<file path="src/rtl/cavlc_scan_ctrl_if.sv">
// Block/statistics bus of the CAVLC residual-block scan controller.
//   slave  : controller side (cavlc_scan_ctrl)
//   master : producer/consumer side (block source, run-before counter, bitstream writer)
// Signals:
//   in_valid_i/in_ready_o, coeffs_i, blk_len_i      block input handshake and payload
//   cnt_rst_o, start_cnt_o, coeff_o                  run-before counter control
//   out_valid_o/out_ready_i, total_coeff_o,
//   trailing_ones_o, t1_signs_o, total_zeros_o       block statistics handshake
interface cavlc_scan_ctrl_if #(
  parameter int unsigned MAX_LEN = 16,
  parameter int unsigned CW      = 8
);
  logic                    in_valid_i;
  logic                    in_ready_o;
  logic [MAX_LEN*CW-1:0]   coeffs_i;
  logic [4:0]              blk_len_i;
  logic                    cnt_rst_o;
  logic                    start_cnt_o;
  logic [CW-1:0]           coeff_o;
  logic                    out_valid_o;
  logic                    out_ready_i;
  logic [4:0]              total_coeff_o;
  logic [1:0]              trailing_ones_o;
  logic [2:0]              t1_signs_o;
  logic [4:0]              total_zeros_o;

  modport slave (
    input  in_valid_i, coeffs_i, blk_len_i, out_ready_i,
    output in_ready_o, cnt_rst_o, start_cnt_o, coeff_o, out_valid_o,
           total_coeff_o, trailing_ones_o, t1_signs_o, total_zeros_o
  );

  modport master (
    output in_valid_i, coeffs_i, blk_len_i, out_ready_i,
    input  in_ready_o, cnt_rst_o, start_cnt_o, coeff_o, out_valid_o,
           total_coeff_o, trailing_ones_o, t1_signs_o, total_zeros_o
  );
endinterface

</file>
<file path="src/rtl/cavlc_scan_ctrl.sv">
// Sequencer for one CAVLC residual block.
// Latches a zigzag-ordered block, pulses cnt_rst_o to clear the run-before
// counter, then streams the coefficients highest-frequency first on
// start_cnt_o/coeff_o while accumulating TotalCoeff, TrailingOnes, the
// trailing-one signs and TotalZeros, and finally offers those statistics on
// a valid/ready handshake.
// Ports:
//   clk  clock
//   rst  synchronous active-high reset
//   bus  cavlc_scan_ctrl_if.slave (block input, counter control, statistics)
module cavlc_scan_ctrl #(
  parameter int unsigned MAX_LEN = 16,
  parameter int unsigned CW      = 8
) (
  input  logic                 clk,
  input  logic                 rst,
  cavlc_scan_ctrl_if.slave     bus
);

  localparam int unsigned IDX_W = (MAX_LEN > 1) ? $clog2(MAX_LEN) : 1;

  typedef enum logic [1:0] {
    IDLE = 2'd0,
    CLR  = 2'd1,
    SCAN = 2'd2,
    DONE = 2'd3
  } state_t;

  state_t               state_q;
  logic [IDX_W-1:0]     idx_q;
  logic [IDX_W-1:0]     len_m1_q;
  logic [CW-1:0]        coeff_q [MAX_LEN];
  logic [4:0]           tc_q;
  logic [1:0]           t1_q;
  logic [2:0]           sg_q;
  logic [4:0]           tz_q;
  logic                 seen_q;     // a nonzero has been streamed in this block
  logic                 t1_open_q;  // trailing-one run still extendable

  // Coefficient currently addressed by the scan index and its classification
  logic [CW-1:0]        cur_c;
  logic                 c_nz;
  logic                 c_one;
  logic [IDX_W-1:0]     eff_len_m1;

  assign cur_c = coeff_q[idx_q];
  assign c_nz  = (cur_c != '0);
  assign c_one = (cur_c == CW'(1)) || (cur_c == {CW{1'b1}});

  // Out-of-range block lengths (0 or above MAX_LEN) scan the full block
  always_comb begin
    eff_len_m1 = IDX_W'(MAX_LEN - 1);
    if ((bus.blk_len_i != 5'd0) && (32'(bus.blk_len_i) <= MAX_LEN)) begin
      eff_len_m1 = IDX_W'(bus.blk_len_i - 5'd1);
    end
  end

  // Control and statistics sequencing
  always_ff @(posedge clk) begin
    if (rst) begin
      state_q   <= IDLE;
      idx_q     <= '0;
      len_m1_q  <= '0;
      tc_q      <= '0;
      t1_q      <= '0;
      sg_q      <= '0;
      tz_q      <= '0;
      seen_q    <= 1'b0;
      t1_open_q <= 1'b0;
      for (int k = 0; k < int'(MAX_LEN); k++) begin
        coeff_q[k] <= '0;
      end
    end else begin
      case (state_q)
        IDLE: begin
          if (bus.in_valid_i) begin
            for (int k = 0; k < int'(MAX_LEN); k++) begin
              coeff_q[k] <= bus.coeffs_i[k*CW +: CW];
            end
            len_m1_q <= eff_len_m1;
            state_q  <= CLR;
          end
        end
        CLR: begin
          tc_q      <= '0;
          t1_q      <= '0;
          sg_q      <= '0;
          tz_q      <= '0;
          seen_q    <= 1'b0;
          t1_open_q <= 1'b1;
          idx_q     <= len_m1_q;
          state_q   <= SCAN;
        end
        SCAN: begin
          if (c_nz) begin
            tc_q   <= tc_q + 5'd1;
            seen_q <= 1'b1;
          end else if (seen_q) begin
            tz_q <= tz_q + 5'd1;
          end
          // The run closes on the first non-unit nonzero or at the third one
          if (t1_open_q && c_nz) begin
            if (c_one) begin
              t1_q       <= t1_q + 2'd1;
              sg_q[t1_q] <= cur_c[CW-1];
              if (t1_q == 2'd2) begin
                t1_open_q <= 1'b0;
              end
            end else begin
              t1_open_q <= 1'b0;
            end
          end
          if (idx_q == '0) begin
            state_q <= DONE;
          end else begin
            idx_q <= idx_q - IDX_W'(1);
          end
        end
        DONE: begin
          if (bus.out_ready_i) begin
            state_q <= IDLE;
          end
        end
        default: state_q <= IDLE;
      endcase
    end
  end

  // Handshake and counter strobes decode straight from the state register
  assign bus.in_ready_o      = (state_q == IDLE);
  assign bus.cnt_rst_o       = (state_q == CLR);
  assign bus.out_valid_o     = (state_q == DONE);
  assign bus.start_cnt_o     = (state_q == SCAN);
  assign bus.coeff_o         = (state_q == SCAN) ? cur_c : '0;
  assign bus.total_coeff_o   = tc_q;
  assign bus.trailing_ones_o = t1_q;
  assign bus.t1_signs_o      = sg_q;
  assign bus.total_zeros_o   = tz_q;

endmodule

</file>
<file path="src/flat_wrapper.sv">
// flat-port wrapper written by rule: the top's interface ports become plain ports
module cavlc_scan_ctrl_flat 
#(
  parameter int unsigned MAX_LEN = 16,
  parameter int unsigned CW      = 8
)
  (clk, rst, bus_in_valid_i, bus_coeffs_i, bus_blk_len_i, bus_out_ready_i, bus_in_ready_o, bus_cnt_rst_o, bus_start_cnt_o, bus_coeff_o, bus_out_valid_o, bus_total_coeff_o, bus_trailing_ones_o, bus_t1_signs_o, bus_total_zeros_o);
  cavlc_scan_ctrl_if #(.MAX_LEN(MAX_LEN), .CW(CW)) bus_i ();
  input  logic clk;
  input  logic rst;
  input wire logic [$bits(bus_i.in_valid_i)-1:0] bus_in_valid_i;
  input wire logic [$bits(bus_i.coeffs_i)-1:0] bus_coeffs_i;
  input wire logic [$bits(bus_i.blk_len_i)-1:0] bus_blk_len_i;
  input wire logic [$bits(bus_i.out_ready_i)-1:0] bus_out_ready_i;
  output wire logic [$bits(bus_i.in_ready_o)-1:0] bus_in_ready_o;
  output wire logic [$bits(bus_i.cnt_rst_o)-1:0] bus_cnt_rst_o;
  output wire logic [$bits(bus_i.start_cnt_o)-1:0] bus_start_cnt_o;
  output wire logic [$bits(bus_i.coeff_o)-1:0] bus_coeff_o;
  output wire logic [$bits(bus_i.out_valid_o)-1:0] bus_out_valid_o;
  output wire logic [$bits(bus_i.total_coeff_o)-1:0] bus_total_coeff_o;
  output wire logic [$bits(bus_i.trailing_ones_o)-1:0] bus_trailing_ones_o;
  output wire logic [$bits(bus_i.t1_signs_o)-1:0] bus_t1_signs_o;
  output wire logic [$bits(bus_i.total_zeros_o)-1:0] bus_total_zeros_o;
  assign bus_i.in_valid_i = bus_in_valid_i;
  assign bus_i.coeffs_i = bus_coeffs_i;
  assign bus_i.blk_len_i = bus_blk_len_i;
  assign bus_i.out_ready_i = bus_out_ready_i;
  assign bus_in_ready_o = bus_i.in_ready_o;
  assign bus_cnt_rst_o = bus_i.cnt_rst_o;
  assign bus_start_cnt_o = bus_i.start_cnt_o;
  assign bus_coeff_o = bus_i.coeff_o;
  assign bus_out_valid_o = bus_i.out_valid_o;
  assign bus_total_coeff_o = bus_i.total_coeff_o;
  assign bus_trailing_ones_o = bus_i.trailing_ones_o;
  assign bus_t1_signs_o = bus_i.t1_signs_o;
  assign bus_total_zeros_o = bus_i.total_zeros_o;
  cavlc_scan_ctrl #(.MAX_LEN(MAX_LEN), .CW(CW)) u_core (.clk(clk), .rst(rst), .bus(bus_i));
endmodule
</file>
<file path="config.mk">
export PLATFORM = sky130hd
export DESIGN_NAME = cavlc_scan_ctrl_flat
export DESIGN_NICKNAME = d
export VERILOG_FILES = /design/src/rtl/cavlc_scan_ctrl_if.sv /design/src/rtl/cavlc_scan_ctrl.sv /design/src/flat_wrapper.sv
export SDC_FILE = /design/constraint.sdc
export NUM_CORES = 1
export LEC_CHECK = 0
export CORE_UTILIZATION = 51
export CTS_CLUSTER_DIAMETER = 100
export DETAILED_ROUTE_END_ITERATION = 6
export PLACE_DENSITY = 0.8
export SYNTH_ARGS = -nofsm -noshare
export SYNTH_HDL_FRONTEND = slang
export SYNTH_SLANG_ARGS = --single-unit
</file>
<file path="constraint.sdc">
create_clock -name clk -period 5.5 [get_ports clk]
set_input_delay 1.1 -clock clk [delete_from_list [all_inputs] [get_ports clk]]
set_output_delay 1.1 -clock clk [all_outputs]
set_load 0.02 [all_outputs]
</file>
# Word-level counts from Yosys, hierarchy flattened
# Memory sizes are Yosys's and may differ from the RTL's. A register that Yosys moved wholly into a read port is not among the register bits.
# Cells that the tools add are included.
# classes
add_sub_neg	5
mul	0
n_div	0
order_cmp	3
eq_ne	16
shifts	0
muxes	52
bitwise_logic	16
reduce_logical	16
# ops
operator	n
$mux W8	17
$pmux W5 S2	2
$mux W4	4
$or A1 B1 Y1	16
$mux W5	3
$reduce_and A3 Y1	4
$mux W1	11
$add A5 B1 Y5 const B	2
$mux W2	5
$ne A2 B1 Y1 const B	5
$eq A8 B1 Y1 const B	1
$eq A8 B8 Y1 const B	1
$ne A2 B2 Y1 const B	4
$pmux W2 S4	1
$pmux W4 S2	1
$reduce_bool A8 Y1	1
$sub A4 B1 Y4 const B	2
$eq A2 B2 Y1 const B	3
$mux W3	2
$pmux W3 S2	1
$reduce_and A2 Y1	3
$le A5 B5 Y1 const B	1
$reduce_bool A5 Y1	1
$logic_not A4 Y1	1
13 further kinds	16
# word_totals
reg_bits	27
latch_bits	0
ram_bits	128
mem_bits_ro	0
input_bits	137
output_inout_bits	27
wordCells	118
n_memories	1
# memory_table
memory	words	word_bits	rd	rd_clocked_by_memory_dff	wr	line	source
u_core.coeff_q	16	8	1	1	16	cavlc_scan_ctrl.sv:32	logic [CW-1:0] coeff_q [MAX_LEN];

# Depth between registers and ports, before layout
# depth
depth_word	8
ltp_mapped	10
mapped_depth_nobuf	7

# Worst setup path after synthesis
# OpenSTA, ideal clock, no wires.
# synth_path
path_type	input-to-reg
startpoint	in rst
endpoint	mem u_core.coeff_q[0][0], enable pin
setup_ps	480
arrival_time_ps	4246
t_required_ps	5020
path_slack_ps	774
stages	4
path_buffers	2
cell_sequence	clkbuf_1 clkbuf_1 a21oi_1 inv_1
# synth_lines
element	line	source
start: declaration	flat_wrapper.sv:10	input logic rst;
end: declaration	cavlc_scan_ctrl.sv:32	

==> reports/results.tsv <==
metric	value	unit
Routed Antenna Nets	0	
chip width	125	um
Post-synth EDFFs	128	
H-tree depth	4	
CTS resizes	0	
clk_skew	0.00494	ns
DR vias	5205	
Avg Cell Area, Syn	13.3	um^2
final RePlAce weighted congestion	0.875	
asr flop ratio synth	0	%
DRC violations left	18	
first-pass GRT wire length	27700	um
setup TNS	0	ns
DRT Pass-1 Iters	7	
Cell Pwr Density	432	nW/um^2
area delta synth->final	30.1	%
TritonCTS Buffers	17	
Syn Inst Count	579	
min Tclk post-route	4.51	ns
DR iter-0 viols	548	
Initial Util	52.6	%
HP Class	flip-flop to flip-flop	
DP HPWL	12500	um
Synth Warn #	0	
CP Data Required Time	4.40	ns
Hold Vio Cnt, Final	0	
number of global-route vias before repair	5292	
Synth Cell Area	7700	um^2
hold depth	2	
Top-Level Pins	164	
Setup Crit Path Kind	flip-flop to primary output	
routed vias/inst	5.61	
Final Setup Violations	0	
GRT Resource Usage Total	23.7	%
worst IR drop on VDD	0.000331	V
Tcrit/Tclk final	82.1	%
Die Y	125	um
biggest area consumer among synthesized cells	edfxtp_1	
Final WS setup	0.987	ns
CTS max path bufs	2	
DIE AREA	15600	um^2
NumNets Final	880	
hold buffers post-CTS	0	
max_cap viols	0	
crit path capture type	primary output	
TritonCTS clock tree	done	
RSZ-0062 raised after global routing	false	
largest net degree at the start of global routing	79	
Fmax achieved	222	MHz
critical path peak fanout	19	
clk_lat worst skew	0.42	ns
initial antenna violation count	0	
remaining global-route overflow	0	
PortBufs	163	
Placement Setup Slack	1.51	ns
CTS clk-pin slew, worst paths	0.06	ns
worst reg2reg path depth	7	
Rel. slew slack	36.9	%
Placement Rows	44	
Mapped Nets	727	
postcts setup bufs	0	
most area-consuming cells after synthesis	edfxtp_1 50%, dfxtp_1 8.1%, and2_1 6.8%	
routed len/inst	19.0	um
Final Slew Violations	0	
share of layout cells above drive strength 1	10.9	%
register area share after synthesis	57.9	%
core area	14600	um^2
Slew @ Worst Pin	0.939	ns
clock tree sinks	159	
top cell type's share of synthesized area	49.9	%
Total Routed Length	17600	um
flops & latches, synth	159	
leakage power	0.00358	uW
Post-synth top flop	edfxtp_1	
violated checks	design-rule violations	
status	finished, violations left	
CTS root buffer	clkbuf_16	
crit start category	flip-flop	
ant diodes	0	
Cell variety after synth	68	
crit path DAT	3.41	ns
==> worst max-delay path: stages (launching register included) <==
cell and delay, ns:
dfxtp_1 0.89, nor2_1 0.35, a221oi_1 0.57, o21bai_1 0.24, a21oi_1 0.28, clkdlybuf4s50_1 0.65
==> final timing paths <==
path / startpoint / end / slack, ns
worst max-delay path: flip-flop / bus_coeff_o[2] / 0.99
worst min-delay path: u_core.len_m1_q[2]$_SDFFE_PP0P_ / u_core.len_m1_q[2]$_SDFFE_PP0P_ / 0.45
worst max register to register: flip-flop / u_core.bus.total_zeros_o[0]$_SDFFE_PP0P_ / 1.86
worst min register to register: u_core.len_m1_q[2]$_SDFFE_PP0P_ / u_core.len_m1_q[2]$_SDFFE_PP0P_ / 0.45
==> area by class of cell <==
cell class | instances | area, um^2
repair buffers | 169 | 1670
inverters | 20 | 77.6
multi-input cells | 365 | 2980
clock inverters | 13 | 171
flip-flops and latches | 159 | 4470
clock buffers | 18 | 429
well taps | 184 | 230
fillers | 996 | 4620
==> report_power, final <==
part | switching [uW] | total [uW] | internal [uW] | leakage [uW]
clock | 451 | 1200 | 750 | 0.000290
combinational | 735 | 1310 | 579 | 0.00167
sequential | 186 | 1820 | 1630 | 0.00162
==> cells by family after synthesis <==
logic type,count (synthesis),synth area share (%)
and+or+nand+nor,212,17.0
DFF,159,57.9
AOI/OAI and AO/OA,86,9.69
buffers and inverters,55,3.52
muxes,51,9.53
adders and majority gates,11,1.79
xor gates and xnor gates,5,0.568
==> cells in the final DEF (no fill, tap or decap), types with 4 or more instances in the layout <==
cell and count:
a211o_1 4, a211oi_1 9, a21oi_1 13, a221oi_1 9, a221oi_2 9, a22oi_2 5, and2_1 84, buf_4 6
bufinv_16 4, clkbuf_16 17, clkdlybuf4s50_1 162, clkinv_2 4, dfxtp_1 30, edfxtp_1 128, ha_1 11, inv_1 18
mux2i_1 34, mux4_2 14, nand2_1 21, nand2b_1 7, nand3_1 5, nand4_1 4, nor2_1 10, nor2b_1 54
nor3_1 7, o21ai_1 5, o21bai_1 4
==> synth_stat cells (all sizes together), types with 2 or more instances <==
cell     count
a211o        4
a211oi      10
a21oi       14
a221oi      18
a22o         3
a22oi        8
a31o         2
a31oi        3
and2        84
buf         10
clkbuf      25
dfxtp       31
edfxtp     128
ha          11
inv         19
mux2i       34
mux4        17
nand2       21
nand2b       7
nand3        5
nand3b       3
nand4        6
nor2        11
nor2b       54
nor3         7
nor3b        3
o211ai       2
o21ai        8
o21bai       4
o2bb2ai      3
xnor2        2
xor2         3
==> flip-flops by register name, summed over array words and instances (netlist names), named ones only <==
| register | cells |
|---|---|
| u_core.bus.t1_signs_o | 3 |
| u_core.bus.total_coeff_o | 5 |
| u_core.bus.total_zeros_o | 5 |
| u_core.bus.trailing_ones_o | 2 |
| u_core.coeff_q | 128 |
| u_core.idx_q | 4 |
| u_core.len_m1_q | 4 |
| u_core.seen_q | 1 |
| u_core.state_q | 2 |
| u_core.t1_open_q | 1 |
==> per-stage QoR <==
stage          util, %  hold WS [ns]  instances  total power (uW)  area (um^2)
2_1_floorplan        -         0.416        579              2730         7700
3_3_place_gp      64.4         0.444        897              3080         9420
3_5_place_dp      64.4         0.440        897              3130         9420
4_1_cts           68.5         0.448        928              4340        10000
5_1_grt           68.5         0.474        928              4510        10000
6_report          68.5         0.448        928              4330        10000
==> per-layer routing <==
layer	GRT usage [%]	vias to the layer above	wire length [um]
met4	8.46	0	293
met3	5.63	19	1180
met1	29.4	2514	7350
met2	40.7	218	8820
li1	-	2454	-
met5	0	-	0
(Power assumes the default switching activity.)
==> RTL edit, RTL diff (config.mk and constraints unchanged) <==
Put a register stage on the output `bus.cnt_rst_o`, without a reset. The value now appears one clock later.
--- a/src/rtl/cavlc_scan_ctrl.sv
+++ b/src/rtl/cavlc_scan_ctrl.sv
@@ -128,7 +128,9 @@
 
   // Handshake and counter strobes decode straight from the state register
   assign bus.in_ready_o      = (state_q == IDLE);
-  assign bus.cnt_rst_o       = (state_q == CLR);
+  always_ff @(posedge clk) begin
+    bus.cnt_rst_o <= (state_q == CLR);
+  end
   assign bus.out_valid_o     = (state_q == DONE);
   assign bus.start_cnt_o     = (state_q == SCAN);
   assign bus.coeff_o         = (state_q == SCAN) ? cur_c : '0;
Behaviour: not the same (Yosys sat finds a counterexample within 4 cycles, from zero or initial values and one cycle with rst high).
==> RTL edit against the unedited design <==
  * Final area decreased by 1.7%
  * Routed wire length decreased by 3.8%
  * Power decreased by 6.5%
  * Synthesized area decreased by 2.7%
  * Worst setup slack improved by 0.32 ns
  * Sequential cell count increased by 1
  * Non-clock buffer count decreased by 1
  * Global-route usage decreased by 0.14 points
  * Critical path type unchanged
  * Largest cell class unchanged
==> RTL edit: results (changes against the unedited design) <==
stage	metric	value	unit	change
routing	vias post-DR	5003		-3.9%
critical_path	path depth of the worst reg2reg path	8		+1
synthesis	Seq/Total Area, Yosys	59.8	%	+1.9 points
clock_tree	Clk Latency, worst-skew pair	0.43	ns	
finish	layout cells sized above 1	10.6	%	-0.26 points
synthesis	Synth top cells by count	edfxtp_1 (128), and2_1 (82), nor2b_1 (51)		
worst_hold_path	hold wc startpoint	u_core.len_m1_q[2]$_SDFFE_PP0P_		
placed_design	# port buffers	163		unchanged
routing	met3 wire length	1.28	mm	+8.8%
critical_path	CP Launch Point	u_core.state_q[0]$_SDFFE_PP0P_		
grt	Global Route Usage Sum	23.6	%	-0.14 points
critical_path	crit path DAT	3.09	ns	-0.32 ns
synthesis	warning count from the yosys run	0		unchanged
sta	Worst Skew	0.00579	ns	+0.000848 ns
grt	global-route wire length before repair	25.6	mm	-7.8%
grt	number of global-route vias before repair	4944		-6.6%
routing	WL met1	7.02	mm	-4.5%
clock_tree	cts bufs inserted	17		unchanged
clock_tree	htree depth	4		unchanged
routing	drt wl/cell	19.0	um	-0.23%
finish	Final nets	850		-3.4%
routing	Iter 0 DRT Violations	494		-9.9%
synthesis	Area contributors post-synth	edfxtp_1 (51%), dfxtp_1 (8.5%), mux4_2 (6.9%)		
critical_path	worst stage delay on the critical path	0.69	ns	-0.20 ns
pwr	maximum vdd drop	0.000285	V	-14%
pwr	Leakage	3.59	nW	+0.28%
routing	DR top layer	met4		
grt	pin count of the biggest net entering global routing	129		+63%
routing	WL met2	8.44	mm	-4.4%
clock_tree	Longest Clk Path Bufs	2		unchanged
sta	slack of the critical path	1.31	ns	+0.323 ns
critical_path	reg-to-reg slack, setup	2.05	ns	+0.19 ns
clock_tree	Post-CTS Setup Bufs	0		unchanged
critical_path	critical path endpoint	bus_coeff_o[1]		
finish	Fill cells	947		-4.9%
placed_design	Post-DP HPWL	12.0	mm	-4.1%
critical_path	Crit Reg-Reg Endpoint	u_core.bus.total_zeros_o[2]$_SDFFE_PP0P_		
routing	drt via density	5.59		-0.34%
sta	worst-margin pin slew	0.827	ns	-0.113 ns
routing	Pre-antenna DRT Iters	5		-2
critical_path	slowest CP cell	ha_1		
synthesis	Syn Area/Cell	13.7	um2	+2.8%
synthesis	syn nets	696		-4.3%
placed_design	worst slack, placed	1.75	ns	+0.244 ns
outcome	status	completed		
placed_design	dpl cells	863		-3.8%
clock_tree	Clock Tree Root	clkbuf_16		
synthesis	unique cell type count in the Yosys netlist	54		-21%
placed_design	Placer Congestion	0.833		-4.8%
finish	ANT cells	0		unchanged
critical_path	Max Fanout on Critical Path	25		+6
==> RTL edit: final cells by class <==
cell class              instances  area share [%]
flip-flops and latches        160            45.5
repair buffers                168            17.0
well taps                     180            2.29
multi-input cells             336            28.2
clock inverters                14            1.90
inverters                      19           0.749
clock buffers                  18            4.36
==> RTL edit: worst min path at each step <==
stage                                            to  slack [ns]  cells past startpoint
global route        u_core.len_m1_q[2]$_SDFFE_PP0P_        0.48                      2
detailed placement  u_core.len_m1_q[2]$_SDFFE_PP0P_        0.45                      2
floorplan           u_core.len_m1_q[2]$_SDFFE_PP0P_        0.42                      2
finish              u_core.len_m1_q[2]$_SDFFE_PP0P_        0.46                      2
CTS                 u_core.len_m1_q[2]$_SDFFE_PP0P_        0.46                      2
global placement    u_core.len_m1_q[2]$_SDFFE_PP0P_        0.45                      2
==> RTL edit: through the flow <==
step                instance area (um2)  utilization [%]
floorplan                          7490                -
global placement                   9240             65.5
detailed placement                 9240             65.5
CTS                                9850             69.9
global route                       9850             69.9
finish                             9850             69.9
==> RTL edit: worst max-delay path: cells and delay by family (launching register included) <==
family | cells | cell delay (ns)
buffers and inverters | 3 | 1.30
adders and majority gates | 1 | 0.69
DFF | 1 | 0.34
AOI/OAI and AO/OA | 1 | 0.32
==> RTL edit: routing by layer <==
metal	vias up	GRT usage, %
met5	-	0
met4	0	8.06
met3	22	5.90
met2	228	39.6
met1	2419	29.9
li1	2334	-
==> RTL edit: power by group <==
part | switching, W | internal, W
Sequential | 0.000141 | 0.00163
Clock | 0.000471 | 0.000759
Combinational | 0.000570 | 0.000474
==> RTL edit: cells by family (layout without fill, tap and decap cells) <==
logic type,count (synthesis),after routing,share of synthesized area (%)
compound gates,66,66,6.61
xor+xnor,5,5,0.585
fa+ha+maj,11,11,1.84
buf+inv,52,219,3.22
flops,160,160,59.8
mux,37,37,11.0
simple gates,217,217,16.9
